--- config.mk ---
export PLATFORM = sky130hd
export DESIGN_NAME = maple_rx_ctrl_flat
export DESIGN_NICKNAME = d
export VERILOG_FILES = /design/src/rtl/maple_rx_ctrl_if.sv /design/src/rtl/maple_rx_ctrl.sv /design/src/flat_wrapper.sv
export SDC_FILE = /design/constraint.sdc
export NUM_CORES = 1
export LEC_CHECK = 0
export ABC_CLOCK_PERIOD_IN_PS = 3700
export CORE_AREA = 10 10 121 151
export CTS_BUF_LIST = sky130_fd_sc_hd__clkbuf_2
export CTS_CLUSTER_DIAMETER = 200
export DETAILED_ROUTE_END_ITERATION = 10
export DIE_AREA = 0 0 131 161
export RECOVER_POWER = 50
export SLEW_MARGIN = 0
export SYNTH_ARGS = -nofsm -noshare
export SYNTH_HDL_FRONTEND = slang
export SYNTH_SLANG_ARGS = --single-unit
export TNS_END_PERCENT = 100
--- constraint.sdc ---
create_clock -name clk -period 3.7 [get_ports clk]
set_input_delay 0.37 -clock clk [delete_from_list [all_inputs] [get_ports clk]]
set_output_delay 0.37 -clock clk [all_outputs]
set_load 0.1 [all_outputs]
--- src/rtl/maple_rx_ctrl_if.sv ---
// Maple receive-controller bus: byte stream from maple_in plus decoded header,
// per-byte forwarding and packet status toward downstream logic.
interface maple_rx_ctrl_if;
  logic        data_produce;
  logic [7:0]  data;
  logic        end_detected;
  logic        trigger_start;
  logic        byte_strobe;
  logic [10:0] byte_index;
  logic [7:0]  hdr_len;
  logic [7:0]  hdr_sender;
  logic [7:0]  hdr_recipient;
  logic [7:0]  hdr_cmd;
  logic        pkt_done;
  logic        pkt_ok;
  logic        len_err;
  logic        crc_err;
  logic        timeout_err;
  logic [15:0] pkt_count;

  modport master (
    output data_produce, data, end_detected,
    input  trigger_start, byte_strobe, byte_index,
    input  hdr_len, hdr_sender, hdr_recipient, hdr_cmd,
    input  pkt_done, pkt_ok, len_err, crc_err, timeout_err, pkt_count
  );

  modport slave (
    input  data_produce, data, end_detected,
    output trigger_start, byte_strobe, byte_index,
    output hdr_len, hdr_sender, hdr_recipient, hdr_cmd,
    output pkt_done, pkt_ok, len_err, crc_err, timeout_err, pkt_count
  );
endinterface

--- src/rtl/maple_rx_ctrl.sv ---
// Maple bus receive controller: arms maple_in, counts and forwards bytes, latches the
// header and reports packet status. Define MAPLE_RX_CRC_EN to enable the XOR checksum check.
module maple_rx_ctrl #(
  parameter logic [15:0] TIMEOUT = 16'd4000
) (
  input logic            clk,
  input logic            rst,
  maple_rx_ctrl_if.slave bus
);

  typedef enum logic [1:0] {ARM, LISTEN, RECV, DONE} state_t;

  state_t      state;
  state_t      state_nxt;
  logic        armed;
  logic [10:0] byte_cnt;
  logic [10:0] cnt_nxt;
  logic [15:0] tmo_cnt;
  logic [7:0]  hdr_len_q;
  logic [7:0]  hdr_sender_q;
  logic [7:0]  hdr_recipient_q;
  logic [7:0]  hdr_cmd_q;
  logic [7:0]  len_eff;
  logic [10:0] len_expect;
  logic        len_mismatch;
  logic        byte_take;
  logic        finish_end;
  logic        finish_tmo;
  logic        crc_bad;
  logic        len_err_q;
  logic        crc_err_q;
  logic        timeout_err_q;
  logic        pkt_ok_q;
  logic [15:0] pkt_count_q;
  logic        strobe_q;
  logic [10:0] index_q;

  // A coincident byte and end pulse are evaluated together: the byte is counted
  // (and may itself be header byte 0) before the length check is made.
  always_comb begin
    byte_take    = bus.data_produce && ((state == LISTEN) || (state == RECV));
    cnt_nxt      = byte_cnt;
    if (byte_take && (byte_cnt != 11'd2047)) begin
      cnt_nxt = byte_cnt + 11'd1;
    end
    len_eff      = (byte_take && (byte_cnt == 11'd0)) ? bus.data : hdr_len_q;
    len_expect   = {1'b0, len_eff, 2'b00} + 11'd5;
    len_mismatch = (cnt_nxt != len_expect);
    finish_end   = bus.end_detected && ((state == RECV) || ((state == LISTEN) && byte_take));
    finish_tmo   = (state == RECV) && !bus.data_produce && !bus.end_detected &&
                   (tmo_cnt >= (TIMEOUT - 16'd1));
  end

`ifdef MAPLE_RX_CRC_EN
  logic [7:0] xor_q;
  logic [7:0] xor_nxt;

  always_comb begin
    xor_nxt = byte_take ? (xor_q ^ bus.data) : xor_q;
  end

  always_ff @(posedge clk or posedge rst) begin
    if (rst) begin
      xor_q <= 8'h00;
    end else if (state == ARM) begin
      xor_q <= 8'h00;
    end else begin
      xor_q <= xor_nxt;
    end
  end

  assign crc_bad = |xor_nxt;
`else
  assign crc_bad = 1'b0;
`endif

  always_ff @(posedge clk or posedge rst) begin
    if (rst) begin
      state <= ARM;
    end else begin
      state <= state_nxt;
    end
  end

  // ARM waits one edge after reset so trigger_start never overlaps reset release.
  always_comb begin
    state_nxt = state;
    case (state)
      ARM: begin
        if (armed) begin
          state_nxt = LISTEN;
        end
      end
      LISTEN: begin
        if (finish_end) begin
          state_nxt = DONE;
        end else if (byte_take) begin
          state_nxt = RECV;
        end else if (bus.end_detected) begin
          state_nxt = ARM;
        end
      end
      RECV: begin
        if (finish_end || finish_tmo) begin
          state_nxt = DONE;
        end
      end
      DONE: begin
        state_nxt = ARM;
      end
      default: begin
        state_nxt = ARM;
      end
    endcase
  end

  always_ff @(posedge clk or posedge rst) begin
    if (rst) begin
      armed    <= 1'b0;
      byte_cnt <= 11'd0;
      tmo_cnt  <= 16'd0;
      strobe_q <= 1'b0;
      index_q  <= 11'd0;
    end else begin
      armed    <= 1'b1;
      strobe_q <= bus.data_produce;
      if (bus.data_produce) begin
        index_q <= byte_cnt;
      end
      // The timeout counter holds the number of cycles since the last byte.
      if (state == ARM) begin
        byte_cnt <= 11'd0;
        tmo_cnt  <= 16'd0;
      end else if (byte_take) begin
        byte_cnt <= cnt_nxt;
        tmo_cnt  <= 16'd1;
      end else if (state == RECV) begin
        tmo_cnt  <= tmo_cnt + 16'd1;
      end
    end
  end

  always_ff @(posedge clk or posedge rst) begin
    if (rst) begin
      hdr_len_q       <= 8'h00;
      hdr_sender_q    <= 8'h00;
      hdr_recipient_q <= 8'h00;
      hdr_cmd_q       <= 8'h00;
    end else if (byte_take && (byte_cnt < 11'd4)) begin
      case (byte_cnt[1:0])
        2'd0: hdr_len_q       <= bus.data;
        2'd1: hdr_sender_q    <= bus.data;
        2'd2: hdr_recipient_q <= bus.data;
        2'd3: hdr_cmd_q       <= bus.data;
      endcase
    end
  end

  // Status is registered on entry to DONE so it is valid during the pkt_done cycle.
  always_ff @(posedge clk or posedge rst) begin
    if (rst) begin
      len_err_q     <= 1'b0;
      crc_err_q     <= 1'b0;
      timeout_err_q <= 1'b0;
      pkt_ok_q      <= 1'b0;
      pkt_count_q   <= 16'd0;
    end else if (finish_end) begin
      len_err_q     <= len_mismatch;
      crc_err_q     <= crc_bad;
      timeout_err_q <= 1'b0;
      pkt_ok_q      <= !(len_mismatch || crc_bad);
      pkt_count_q   <= pkt_count_q + 16'd1;
    end else if (finish_tmo) begin
      len_err_q     <= 1'b0;
      crc_err_q     <= 1'b0;
      timeout_err_q <= 1'b1;
      pkt_ok_q      <= 1'b0;
      pkt_count_q   <= pkt_count_q + 16'd1;
    end
  end

  assign bus.trigger_start = (state == ARM) && armed;
  assign bus.pkt_done      = (state == DONE);
  assign bus.byte_strobe   = strobe_q;
  assign bus.byte_index    = index_q;
  assign bus.hdr_len       = hdr_len_q;
  assign bus.hdr_sender    = hdr_sender_q;
  assign bus.hdr_recipient = hdr_recipient_q;
  assign bus.hdr_cmd       = hdr_cmd_q;
  assign bus.pkt_ok        = pkt_ok_q;
  assign bus.len_err       = len_err_q;
  assign bus.crc_err       = crc_err_q;
  assign bus.timeout_err   = timeout_err_q;
  assign bus.pkt_count     = pkt_count_q;

endmodule

--- src/flat_wrapper.sv ---
// flat-port wrapper written by rule: the top's interface ports become plain ports
module maple_rx_ctrl_flat 
#(
  parameter logic [15:0] TIMEOUT = 16'd4000
)
  (clk, rst, bus_data_produce, bus_data, bus_end_detected, bus_trigger_start, bus_byte_strobe, bus_byte_index, bus_hdr_len, bus_hdr_sender, bus_hdr_recipient, bus_hdr_cmd, bus_pkt_done, bus_pkt_ok, bus_len_err, bus_crc_err, bus_timeout_err, bus_pkt_count);
  maple_rx_ctrl_if bus_i ();
  input logic clk;
  input logic rst;
  input wire logic [$bits(bus_i.data_produce)-1:0] bus_data_produce;
  input wire logic [$bits(bus_i.data)-1:0] bus_data;
  input wire logic [$bits(bus_i.end_detected)-1:0] bus_end_detected;
  output wire logic [$bits(bus_i.trigger_start)-1:0] bus_trigger_start;
  output wire logic [$bits(bus_i.byte_strobe)-1:0] bus_byte_strobe;
  output wire logic [$bits(bus_i.byte_index)-1:0] bus_byte_index;
  output wire logic [$bits(bus_i.hdr_len)-1:0] bus_hdr_len;
  output wire logic [$bits(bus_i.hdr_sender)-1:0] bus_hdr_sender;
  output wire logic [$bits(bus_i.hdr_recipient)-1:0] bus_hdr_recipient;
  output wire logic [$bits(bus_i.hdr_cmd)-1:0] bus_hdr_cmd;
  output wire logic [$bits(bus_i.pkt_done)-1:0] bus_pkt_done;
  output wire logic [$bits(bus_i.pkt_ok)-1:0] bus_pkt_ok;
  output wire logic [$bits(bus_i.len_err)-1:0] bus_len_err;
  output wire logic [$bits(bus_i.crc_err)-1:0] bus_crc_err;
  output wire logic [$bits(bus_i.timeout_err)-1:0] bus_timeout_err;
  output wire logic [$bits(bus_i.pkt_count)-1:0] bus_pkt_count;
  assign bus_i.data_produce = bus_data_produce;
  assign bus_i.data = bus_data;
  assign bus_i.end_detected = bus_end_detected;
  assign bus_trigger_start = bus_i.trigger_start;
  assign bus_byte_strobe = bus_i.byte_strobe;
  assign bus_byte_index = bus_i.byte_index;
  assign bus_hdr_len = bus_i.hdr_len;
  assign bus_hdr_sender = bus_i.hdr_sender;
  assign bus_hdr_recipient = bus_i.hdr_recipient;
  assign bus_hdr_cmd = bus_i.hdr_cmd;
  assign bus_pkt_done = bus_i.pkt_done;
  assign bus_pkt_ok = bus_i.pkt_ok;
  assign bus_len_err = bus_i.len_err;
  assign bus_crc_err = bus_i.crc_err;
  assign bus_timeout_err = bus_i.timeout_err;
  assign bus_pkt_count = bus_i.pkt_count;
  maple_rx_ctrl #(.TIMEOUT(TIMEOUT)) u_core (.clk(clk), .rst(rst), .bus(bus_i));
endmodule
==> flow_summary_export.csv <==
group,metric,value,unit
synth,synth_edf_count,0,
power_and_ir_drop,pwr-share-seq,29.8,%
power_and_ir_drop,p_sw,2.64,mW
floorplan,die_x,131,microns
placement,gp_congestion,0.860,
sta,setup_viol,0,
clocking,cts_resized,0,
sta,fmax,0.285,GHz
placement,place_inst,694,
layout,layout-drive-gt1-share,13.7,%
clocking,clk_latency,0.56,ns
synth,ys_seq_elements,93,
clocking,numClockSinks,93,
routing,routed-via-count,3399,
sta,hold_viol,0,
synth,syn_nets,432,
floorplan,die_area,21100,sq um
power_and_ir_drop,power_frac_comb,60.2,%
synth,synth_area_leaders,"dfrtp_1, mux2_2, nand2_1",
worst_hold_path,worstHoldPathType,"input pin to flip-flop",
layout,antennaDiodeCount,0,
sta,drv_slew,59,
synth,synthFlopType,"dfrtp_1",
grt,grt_usage,10.8,%
synth,synth_area,4520,sq um
clocking,clk_path_buf_depth,2,
power_and_ir_drop,p_int,2.16,mW
synth,synth_area_per_cell,11.1,sq um
synth,yosysTopAreaCell,"dfrtp_1",
synth,synthArstFlopShare,100,%
power_and_ir_drop,p_clk_share,10.0,%
critical_path,critPathArrivalTime,4.01,ns
critical_path,start_kind,"flip-flop",
synth,netlist.area_leader.share,51.5,%
clocking,cts_max_level,3,
run_status,violations,"max-capacitance violations, max-slew violations",
grt,grt_max_degree,59,
clocking,clk_pin_slew,0.24,ns
placement,numPortBuffers,76,
power_and_ir_drop,swShare,55.0,%
clocking,cts_tree,"yes",
routing,drcViolationCount,0,
power_and_ir_drop,ir_worst_vdd,0.306,mV
sta,tightest_slew,2.55,ns
clocking,cts_buffers,9,
synth,synth_commonest_cells,"dfrtp_1, nand2_1, mux2_2",
synth,yosysSeqAreaShare,51.5,%
floorplan,placementRows,51,
layout,stdcell_count,709,
sta,finalSetupTns,0,ns
critical_path,endpoint_kind,"flip-flop",
grt,grt-ovfl-total,0,
layout,area_growth,24.6,%
routing,routedWlPerCell,15.8,microns
routing,drt-vias-per-instance,4.79,
floorplan,die_h,161,microns
grt,grt_antenna_before_repair,0,
sta,period_share,94.9,%
floorplan,start_util,29.4,%
critical_path,worstPathRequired,4.20,ns
routing,wirelength,11200,microns
clocking,clock-root-buffer,"clkbuf_2",
power_and_ir_drop,p_total,4.80,mW
layout,nNetsFinal,516,
synth,syn_inst,409,
synth,ys_types,53,
layout,finalInstanceArea,5630,sq um
clocking,cts_setup_buffers,0,
job,maxCapViolations,1,
power_and_ir_drop,power_density,853,nW/um^2
critical_path,worstSetupPathType,"flip-flop to flip-flop",
sta,fin_crit,3.51,ns
sta,rsz0062_at_grt,"false",
routing,ant_nets,0,
grt,grt_pass1_vias,3434,
routing,drt_first_iter_violations,279,
run_status,status,"complete, but fails checks",
sta,hold-worst-slack,0.481,ns
synth,synth_most_common_cell,"dfrtp_1",
grt,grt_pass1_wl,18100,microns
placement,hpwlAfterDp,8400,microns
floorplan,coreArea,15400,sq um
sta,clock_skew,0.0265,ns
floorplan,io_pins,78,
routing,firstDrtPassIters,6,
power_and_ir_drop,leakage,2.43,nW
clocking,holdBufCountCts,0,
critical_path,worst-path-max-fanout,12,
synth,ys_warn_count,0,
placement,dpl_cell_area,5560,sq um
sta,relSlewSlack,-70.9,%
==> worst max-delay path, cell delays in order, from the launching register on <==
cell       delay (ns)
dfrtp_1          0.52
or4_4            0.58
or4_4            0.61
nand2_1          0.14
nand2_1          0.10
ha_1             0.33
nor2b_1          0.05
nor3_1           0.14
mux2i_1          0.09
a2111oi_0        0.31
nand4_1          0.16
nor4_2           0.22
a32o_1           0.20
==> worst paths after layout <==
| check | start | to | slack, ns | cells past startpoint |
|---|---|---|---|---|
| max in group asynchronous | rst | u_core.tmo_cnt[4] | 0.98 | 3 |
| hold reg to reg | u_core.bus.pkt_count[15] | u_core.bus.pkt_count[15] | 0.49 | 1 |
| setup reg to reg | u_core.byte_cnt[2] | u_core.bus.pkt_ok | 0.19 | 12 |
| hold / removal | bus_data[7] | u_core.bus.hdr_len[7] | 0.48 | 3 |
| setup / recovery | u_core.byte_cnt[2] | u_core.bus.pkt_ok | 0.19 | 12 |
| min in group asynchronous | rst | u_core.bus.pkt_count[12] | 0.93 | 2 |
==> registers in the layout (all words and copies together) (netlist names), named ones only <==
name and flops:
u_core.armed 1, u_core.bus.byte_index 11, u_core.bus.byte_strobe 1, u_core.bus.hdr_cmd 8, u_core.bus.hdr_len 8, u_core.bus.hdr_recipient 8, u_core.bus.hdr_sender 8, u_core.bus.len_err 1
u_core.bus.pkt_count 16, u_core.bus.pkt_ok 1, u_core.bus.timeout_err 1, u_core.byte_cnt 11, u_core.state 1, u_core.tmo_cnt 16
==> through the flow <==
stage	utilization [%]	setup slack, ns
6_report	36.6	0.190
5_1_grt	36.6	0.0000542
4_1_cts	36.8	0.197
3_5_place_dp	36.1	0.244
3_3_place_gp	36.1	0.291
2_1_floorplan	-	0.479
==> layer usage <==
metal  GRT usage [%]  up-vias  part of all wire (%)
met5               0        -                     0
met4            3.39        0                   1.0
met3            3.08       10                   6.3
met2            18.6       81                    51
met1            12.6     1700                    42
li1                -     1608                     -
==> power by group through the flow <==
| stage | combinational, mW | clock, mW | sequential, mW |
|---|---|---|---|
| 6_report | 2.89 | 0.481 | 1.43 |
| 3_3_place_gp | 2.90 | 0 | 1.44 |
| 5_1_grt | 3.03 | 0.549 | 1.48 |
| 3_5_place_dp | 2.92 | 0 | 1.46 |
| 4_1_cts | 2.92 | 0.508 | 1.43 |
| 2_1_floorplan | 0.832 | 0 | 2.84 |
==> final cells by class <==
| type | instances | area, sq um |
|---|---|---|
| fillers | 1508 | 9750 |
| repair buffers | 83 | 797 |
| well taps | 212 | 265 |
| clock inverters | 5 | 52.6 |
| clock buffers | 10 | 50.0 |
| flip-flops and latches | 93 | 2330 |
| inverters | 13 | 50.0 |
| multi-input cells | 293 | 2090 |
==> kinds of logic after synthesis <==
logic type,share of synthesized area [%]
buffers and inverters,2.30
XOR/XNOR,8.11
AO/OA/AOI/OAI,5.81
AND/OR/NAND/NOR,17.1
other,0.166
adder cells (fa/ha/maj),3.04
flip-flops,51.5
multiplexers,12.0
==> cell usage in the layout (no fill, tap or decap), types with 2 or more instances in the layout <==
cell type / count
ha_1: 11
mux2i_1: 8
nor3_1: 8
and2_1: 2
clkbuf_2: 11
nor4_1: 2
buf_4: 4
mux2_2: 38
a21oi_1: 11
dfrtp_1: 93
a31oi_1: 3
clkbuf_1: 3
clkinv_2: 3
xnor2_1: 19
nand2_1: 46
o21ai_0: 12
and3_1: 6
nor2_1: 31
inv_1: 12
clkdlybuf4s50_1: 73
dlygate4sd3_1: 2
nor4_2: 2
xor2_1: 13
or4_4: 3
nand4_1: 16
xor3_1: 2
or3_1: 7
a211oi_1: 3
and4_1: 3
nand3_1: 21
conb_1: 2
Power figures use the tool's default switching activity.
